<file path="config.mk">
export PLATFORM = sky130hd
export DESIGN_NAME = muldiv_sequencer
export DESIGN_NICKNAME = d
export VERILOG_FILES = /design/src/rtl/muldiv_sequencer.sv
export SDC_FILE = /design/constraint.sdc
export NUM_CORES = 1
export LEC_CHECK = 0
export ABC_AREA = 0
export CORE_MARGIN = 4
export CORE_UTILIZATION = 35
export CTS_CLUSTER_SIZE = 8
export DETAILED_ROUTE_END_ITERATION = 8
export PLACE_DENSITY_LB_ADDON = 0.15
export SLEW_MARGIN = 20
export SYNTH_ARGS = -nofsm -noshare
export SYNTH_HDL_FRONTEND = slang
export SYNTH_SLANG_ARGS = --single-unit
</file>
<file path="constraint.sdc">
create_clock -name clk -period 5 [get_ports clk]
set_input_delay 1.5 -clock clk [delete_from_list [all_inputs] [get_ports clk]]
set_output_delay 1.5 -clock clk [all_outputs]
set_load 0.01 [all_outputs]
</file>
<file path="src/rtl/muldiv_sequencer.sv">
// muldiv_sequencer
// Multi-cycle MULT/MULTU/DIV/DIVU engine that owns the HI/LO registers.
// A multiply uses 32 shift-add iterations. A divide uses 32 restoring
// iterations. A single FIX cycle then applies sign correction and commits
// HI/LO. The CPU is held through Stall until the result is committed.
//
// Ports
//   clk, rst_n         clock, asynchronous active-low reset
//   Start, Op[1:0]     launch (00 MULTU, 01 MULT, 10 DIVU, 11 DIV), IDLE only
//   SrcA, SrcB         multiplicand/dividend, multiplier/divisor
//   HiWrite, LoWrite   MTHI/MTLO (HI/LO <= SrcA), IDLE with Start=0 only
//   HI, LO             result registers
//   Busy, Done         registered busy level, one-cycle commit pulse
//   Stall              Busy | (Start & IDLE), combinational
//
// state | meaning
// ------+-----------------------------------------------------------
// IDLE  | waiting for Start; MTHI/MTLO writes honoured here
// RUN   | 32 iterations, one per clock; counter counts 0..31
// FIX   | sign correction / divide-by-zero override, commit HI/LO
module muldiv_sequencer (
  input  logic        clk,
  input  logic        rst_n,
  input  logic        Start,
  input  logic [1:0]  Op,
  input  logic [31:0] SrcA,
  input  logic [31:0] SrcB,
  input  logic        HiWrite,
  input  logic        LoWrite,
  output logic [31:0] HI,
  output logic [31:0] LO,
  output logic        Busy,
  output logic        Done,
  output logic        Stall
);

  typedef enum logic [1:0] {S_IDLE, S_RUN, S_FIX} state_t;

  state_t      state_q, state_d;
  logic [1:0]  op_q, op_d;
  logic [31:0] a_q, a_d;
  logic [31:0] b_q, b_d;
  logic        sa_q, sa_d;
  logic        sb_q, sb_d;
  logic [31:0] raw_a_q, raw_a_d;
  logic        dz_q, dz_d;
  logic [63:0] acc_q, acc_d;
  logic [4:0]  cnt_q, cnt_d;
  logic [31:0] hi_q, hi_d;
  logic [31:0] lo_q, lo_d;
  logic        busy_q, busy_d;
  logic        done_q, done_d;

  // Op[0] marks the signed variants, Op[1] marks divide.
  logic [31:0] abs_a, abs_b;
  assign abs_a = (Op[0] && SrcA[31]) ? (~SrcA + 32'd1) : SrcA;
  assign abs_b = (Op[0] && SrcB[31]) ? (~SrcB + 32'd1) : SrcB;

  // Multiply step. The upper half accumulates the partial product and the
  // whole register shifts right, so finished low bits drain into [31:0].
  logic [32:0] mul_sum;
  logic [63:0] mul_next;
  assign mul_sum  = {1'b0, acc_q[63:32]} + (b_q[cnt_q] ? {1'b0, a_q} : 33'd0);
  assign mul_next = {mul_sum, acc_q[31:1]};

  // Restoring divide step. The remainder is in [63:32] and the quotient in
  // [31:0]. Because rem < divisor holds on every step, the new remainder
  // fits in 32 bits, and a 32-bit modulo subtract gives its exact value.
  logic [32:0] rem_shift;
  logic        rem_ge;
  logic [31:0] rem_sub;
  logic [63:0] div_next;
  assign rem_shift = {acc_q[63:32], a_q[5'd31 - cnt_q]};
  assign rem_ge    = (rem_shift >= {1'b0, b_q});
  assign rem_sub   = rem_shift[31:0] - b_q;
  assign div_next  = {(rem_ge ? rem_sub : rem_shift[31:0]), acc_q[30:0], rem_ge};

  logic [63:0] acc_neg;
  logic [31:0] rem_neg;
  assign acc_neg = ~acc_q + 64'd1;
  assign rem_neg = ~acc_q[63:32] + 32'd1;

  always_comb begin
    state_d = state_q;
    op_d    = op_q;
    a_d     = a_q;
    b_d     = b_q;
    sa_d    = sa_q;
    sb_d    = sb_q;
    raw_a_d = raw_a_q;
    dz_d    = dz_q;
    acc_d   = acc_q;
    cnt_d   = cnt_q;
    hi_d    = hi_q;
    lo_d    = lo_q;
    done_d  = 1'b0;
    case (state_q)
      S_IDLE: begin
        if (Start) begin
          op_d    = Op;
          a_d     = abs_a;
          b_d     = abs_b;
          sa_d    = Op[0] & SrcA[31];
          sb_d    = Op[0] & SrcB[31];
          raw_a_d = SrcA;
          dz_d    = Op[1] & (SrcB == 32'd0);
          acc_d   = 64'd0;
          cnt_d   = 5'd0;
          state_d = S_RUN;
        end else begin
          if (HiWrite) hi_d = SrcA;
          if (LoWrite) lo_d = SrcA;
        end
      end
      S_RUN: begin
        acc_d = op_q[1] ? div_next : mul_next;
        cnt_d = cnt_q + 5'd1;
        if (cnt_q == 5'd31) state_d = S_FIX;
      end
      S_FIX: begin
        if (!op_q[1]) begin
          {hi_d, lo_d} = (op_q[0] && (sa_q ^ sb_q)) ? acc_neg : acc_q;
        end else if (dz_q) begin
          lo_d = 32'hFFFF_FFFF;
          hi_d = raw_a_q;
        end else begin
          lo_d = (op_q[0] && (sa_q ^ sb_q)) ? acc_neg[31:0] : acc_q[31:0];
          hi_d = (op_q[0] && sa_q) ? rem_neg : acc_q[63:32];
        end
        done_d  = 1'b1;
        state_d = S_IDLE;
      end
      default: state_d = S_IDLE;
    endcase
  end

  assign busy_d = (state_d != S_IDLE);

  always_ff @(posedge clk or negedge rst_n) begin
    if (!rst_n) begin
      state_q <= S_IDLE;
      op_q    <= 2'd0;
      a_q     <= 32'd0;
      b_q     <= 32'd0;
      sa_q    <= 1'b0;
      sb_q    <= 1'b0;
      raw_a_q <= 32'd0;
      dz_q    <= 1'b0;
      acc_q   <= 64'd0;
      cnt_q   <= 5'd0;
      hi_q    <= 32'd0;
      lo_q    <= 32'd0;
      busy_q  <= 1'b0;
      done_q  <= 1'b0;
    end else begin
      state_q <= state_d;
      op_q    <= op_d;
      a_q     <= a_d;
      b_q     <= b_d;
      sa_q    <= sa_d;
      sb_q    <= sb_d;
      raw_a_q <= raw_a_d;
      dz_q    <= dz_d;
      acc_q   <= acc_d;
      cnt_q   <= cnt_d;
      hi_q    <= hi_d;
      lo_q    <= lo_d;
      busy_q  <= busy_d;
      done_q  <= done_d;
    end
  end

  assign HI    = hi_q;
  assign LO    = lo_q;
  assign Busy  = busy_q;
  assign Done  = done_q;
  assign Stall = busy_q | (Start & (state_q == S_IDLE));

endmodule

</file>
---- Yosys cells after proc, flatten, opt, wreduce, memory -nomap -nowiden ----
Cells that the tools add are included.
word-level totals
  bits of input ports ..................... 71
  output and inout bits ................... 67
  flip-flop bits (word level) ............. 238
  word-level logic and storage cells ...... 85
operators by class
  reduce and logical (&&, ||, !) cells .... 13
  multiplexer cells ....................... 30
  eq/ne operators ......................... 7
  add/subtract/negate cells ............... 8
  bitwise operators ....................... 10
  magnitude comparators ................... 3
operator list
  cell                   number
  $mux 32                14
  $mux 64                3
  $pmux 32 s2            2
  $pmux 64 s2            1
  $add 32x1->32 const B  3
  $not 32->32            3
  $add 64x1->64 const B  1
  $not 64->64            1
  $add 32x32->33         1
  $ge 33x32->1           1
  $logic_not 32->1       1
  $sub 32x32->32         1
  $lt 5x6->1 const B     2
  $bmux 1 s5             2
  $pmux 5 s2             1
  $ne 2x2->1 const B     4
  $reduce_and 3->1       2
  $reduce_bool 2->1      3
  $add 5x1->5 const B    1
  $eq 5x5->1 const B     1
  $mux 5                 1
  $sub 5x5->5 const A    1
  $and 1x1->1            4
  $logic_and 1x1->1      4
  other kinds (9)        13

---- Logic depth before layout (Yosys ltp) ----
  word-level depth ........................ 7
  mapped depth ............................ 20
  gate-level depth less buffers ........... 17

---- Worst setup path before layout ----
OpenSTA, ideal clock, no wires.
  path kind ............................... register -> register
  start ................................... register cnt_q[0]
  end ..................................... register acc_q[61]
  slack ................................... 746 ps
  period minus slack after synthesis ...... 4254 ps
  arrival time ............................ 4110 ps
  required time ........................... 4857 ps
  setup time .............................. 143 ps
  cell stages (with the launch flop) ...... 20
  buffers on the path ..................... 4
  path through ............................ dfrtp_1 -> buf_2 -> buf_2 -> mux2i_1 -> o221ai_1 -> o22ai_1 -> a21oi_1 -> a21oi_1 -> clkbuf_1 -> nor2b_1 -> ha_1 -> clkbuf_1 -> a21o_1 -> a211o_1 -> or3_1 -> o311ai_1 -> nand2_1 -> a31oi_1 -> xnor2_1 -> o221ai_1
between the ends
  cells in the longest elaborated chain, start to end .. 7
  elaborated cells on any way between the ends .. 12
  those cells by class .................... 3 x add/sub; 1 x order compare; 8 x mux
RTL lines
  what                                                   line    source
  start: declaration                                     48      logic [4:0] cnt_q, cnt_d;
  start signal: assignment                               165     cnt_q <= cnt_d;
  $sub 5x5->5                                            73      assign rem_shift = {acc_q[63:32], a_q[5'd31 - cnt_q]};
  $bmux 1 s5                                             73
  $mux 1 (not written as such)                           73
  $sub 32x32->32 / $ge 33x32->1 (equally long branches)  75, 74
  $mux 32                                                76      assign div_next = {(rem_ge ? rem_sub : rem_shift[31:0]), acc_q[30:0], rem_ge};
  $mux 64 (*)                                            116     acc_d = op_q[1] ? div_next : mul_next;
  $pmux 64 s2 (*)                                        97      case (state_q)
  end signal: assignment                                 149     acc_q <= 64'd0;
  end signal: assignment                                 164     acc_q <= acc_d;
  end: declaration                                       47      logic [63:0] acc_q, acc_d;
Mark *: on every way between the ends. The rest lies on a longest branch, timed or not. The select of a mux whose other input is x is not followed.
A chain may end at the register's enable or synchronous reset.

---- Worst setup path after layout ----
  start ................................... input Start
  end ..................................... output Stall
between the ends
  cells in the longest elaborated chain, start to end .. 2
RTL lines
  what                line  source
  start: declaration  24    input logic Start,
  $and 1x1->1         177   assign Stall = busy_q | (Start & (state_q == S_IDLE));
  $or 1x1->1          177
  end: declaration    34    output logic Stall
No other way between the ends.

==> reports/results.ini <==
[setup_path]
r2r_start = cnt_q[1]$_DFFE_PN0P_
r2r-end = acc_q[52]$_DFFE_PN0P_
critPathArrivalTime_ns = 3.13
ff2ff_path_depth = 16
setup.worst_path.class = input pin to output pin
crit_path_start_kind = input pin
critPathRequiredTime_ns = 3.50
cp_max_fo = 4
endpoint_kind = output pin
rrSetupSlack_ns = 0.50

[power]
p_int_uw = 8584
power_frac_seq_pct = 24.8
power.net_switching_uw = 8204
p_total_uw = 16790
p_per_area_nw_per_um2 = 775.0
swShare_pct = 48.87
vdd_drop_max_uv = 291.5
p_clk_share_pct = 13.7
leakagePower_uw = 0.009236
comb_power_share_pct = 61.5

[timing]
fmax_mhz = 215.8
final_max_slew_viol_count = 0
skew_ns = 0.03210
setup-violations-final = 0
rsz0062_at_grt = no
final.min_clock_period_ns = 4.633
fin_setup_tns_ns = 0
fin_crit_sh_pct = 92.67
slew_headroom_pct = 33.60
max_slew.worst_pin.slew_ns = 0.9959
finalHoldViolations = 0

[flow_run]
maxCapViolCount = 0

[route]
wl_per_cell_um = 23.47
wirelength_um = 72020
drc = 0
drtIter0Drc = 1717
num_vias = 18070
drt_first_pass_iters = 6
avgViaCountPerCell = 5.887
drtAntennaViolNets = 0

[final_layout]
layout_common_cells = nand2_1 (332), o21ai_0 (253), dfrtp_1 (236), a21oi_1 (152), clkdlybuf4s50_1 (136)
drive_gt1_share_pct = 6.951
final_cells = 3069
area_growth_pct = 17.38
final_common_cell = nand2_1
fin_nets = 2525

[placed_design]
hpwl_um = 54130
io_buffers = 137
routabilityCongestion = 0.9269
dp.cells = 3023

[logic_synthesis]
seq_area_frac_synth_pct = 32.14
synth_ff_type = dfrtp_1
synth_area_sq_um = 18460
ys_warn_count = 0
synthesis.instances = 2298
ys_async_sr_fraction_pct = 100.0
yosys_register_bits = 237
synthDistinctLibCells = 87
synth-edff-count = 0
synth_area_per_cell_sq_um = 8.031
synthesis.nets = 2442

[grt]
busiest_layer = met2
grtUsageTotal_pct = 24.79
use_met3_pct = 4.420
gr-total-overflow = 0
antenna_found_initial = 0
grt_max_degree = 103
grt_use_met2_pct = 37.73
grt_util_met1_pct = 35.94
grt_pass1_wl_um = 109200
first_global_vias = 17510

[clock_network]
hold_buffers = 0
clk_pin_slew_ns = 0.05
cts_sinks = 237
clock_latency_ns = 0.56
post_cts_buffers = 0
clock_path_buffers = 3
cts_tree = yes
htreeDepth = 2
post_cts_resized = 0
numCtsBuffers = 36
cts_root_buffer = clkbuf_16

[worst_hold_path]
hp-class = register to register
whs_endpoint = raw_a_q[8]$_DFFE_PN0P_
min-delay-start = raw_a_q[8]$_DFFE_PN0P_
whs_path_depth = 2

[die]
chipHeight_um = 237.6
start_util_pct = 35.68
die-area_sq_um = 56470
fp-row-count = 83
die_x_um = 237.6
design.core.area_sq_um = 51720
ioPinCount = 138

[outcome]
status = completed

==> area by class of cell <==
| class | count | area (sq um) |
|---|---|---|
| inverter | 73 | 274.0 |
| tap | 680 | 850.8 |
| clock buffer | 42 | 943.4 |
| fill | 5257 | 30060 |
| multi-input combinational | 1814 | 11570 |
| timing repair buffer | 219 | 2029 |
| antenna | 1 | 2.502 |
| clock inverter | 3 | 55.05 |
| sequential | 237 | 5934 |
==> state kept, by name (all words and copies together), names as in the netlist <==
| name | flops |
|---|---|
| LO | 32 |
| dz_q | 1 |
| b_q | 32 |
| sa_q | 1 |
| a_q | 32 |
| acc_q | 64 |
| Busy | 1 |
| raw_a_q | 31 |
| Done | 1 |
| HI | 32 |
| cnt_q | 5 |
| op_q | 2 |
| sb_q | 1 |
| state_q | 2 |
==> synth_stat cells, types with 6 or more instances <==
cell,count,area share (%)
ha_1,71,4.8
nor2_1,130,2.6
o21bai_1,7,0.28
a21oi_1,153,4.1
dfrtp_1,237,32
xnor2_1,104,4.9
nand2_1,332,6.8
nor4_1,18,0.61
buf_1,8,0.16
o211ai_1,20,0.81
buf_2,15,0.41
mux2i_1,80,4.3
o22ai_1,54,1.8
and3_1,15,0.51
inv_1,72,1.5
nor3_1,51,1.4
o41ai_1,10,0.47
a31oi_1,31,1.1
a21o_1,32,1.3
nand4_1,10,0.34
nand3_1,49,1.3
clkbuf_1,144,2.9
and4_1,8,0.38
a211oi_1,18,0.73
or3_1,24,0.81
or4_1,9,0.37
mux4_2,8,0.98
o21ai_0,253,6.9
a22oi_1,19,0.77
nand2b_1,21,0.71
o221ai_1,16,0.76
o21ai_1,6,0.16
and2_1,16,0.54
a221oi_1,8,0.38
xor2_1,68,3.2
o31ai_1,21,0.85
nor2b_1,38,1.3
==> power groups by stage <==
stage               clock network, uW  logic (uW)  registers [uW]
CTS                              2340       10300            4160
finish                           2300       10300            4160
floorplan                           0        7360            3530
global route                     2410       11400            4270
detailed placement                  0       10200            4190
global placement                    0       10100            4180
==> worst max-delay path by stage <==
stage                         start               endpoint  slack [ns]  cells past startpoint
3_5_place_dp                  Start                  Stall        0.36                      5
2_1_floorplan  cnt_q[0]$_DFFE_PN0P_  acc_q[61]$_DFFE_PN0P_        0.75                     19
3_3_place_gp                  Start                  Stall        0.34                      5
6_report                      Start                  Stall        0.37                      5
4_1_cts                       Start                  Stall        0.35                      5
5_1_grt        cnt_q[1]$_DFFE_PN0P_  acc_q[52]$_DFFE_PN0P_        0.14                     16
==> per-stage QoR <==
step	instance area, sq um	util, %	setup slack (ns)	hold WS, ns
finish	21660	41.89	0.3667	0.4711
global route	21660	41.88	0.1382	0.4885
CTS	21660	41.88	0.3455	0.4732
detailed placement	20660	39.95	0.3562	0.4615
global placement	20660	39.95	0.3445	0.4557
floorplan	18460	-	0.7465	0.4403
==> kinds of logic (layout without fill, tap and decap cells) <==
family	count (synthesis)	count (layout)	synth area share (%)
AND/OR/NAND/NOR	757	757	19.77
adder cells (fa/ha/maj)	73	73	5.031
other	0	1	0
flip-flops	237	237	32.14
buffers and inverters	247	337	5.308
multiplexers	90	90	5.437
XOR/XNOR	172	172	8.163
AO/OA/AOI/OAI	722	722	24.16
==> per-layer routing <==
| layer | wire length [um] | share of wire, % |
|---|---|---|
| met2 | 31740 | 44 |
| met4 | 2303 | 3.2 |
| met1 | 32980 | 46 |
| met3 | 4995 | 6.9 |
| met5 | 0 | 0 |
==> worst max-delay path, cell delays in order <==
cell,delay (ns)
clkdlybuf4s50_1,0.52
inv_1,0.10
or3_4,0.39
nand2b_1,0.08
clkdlybuf4s50_1,0.54
Note: power is estimated with default switching activity, not from simulation.
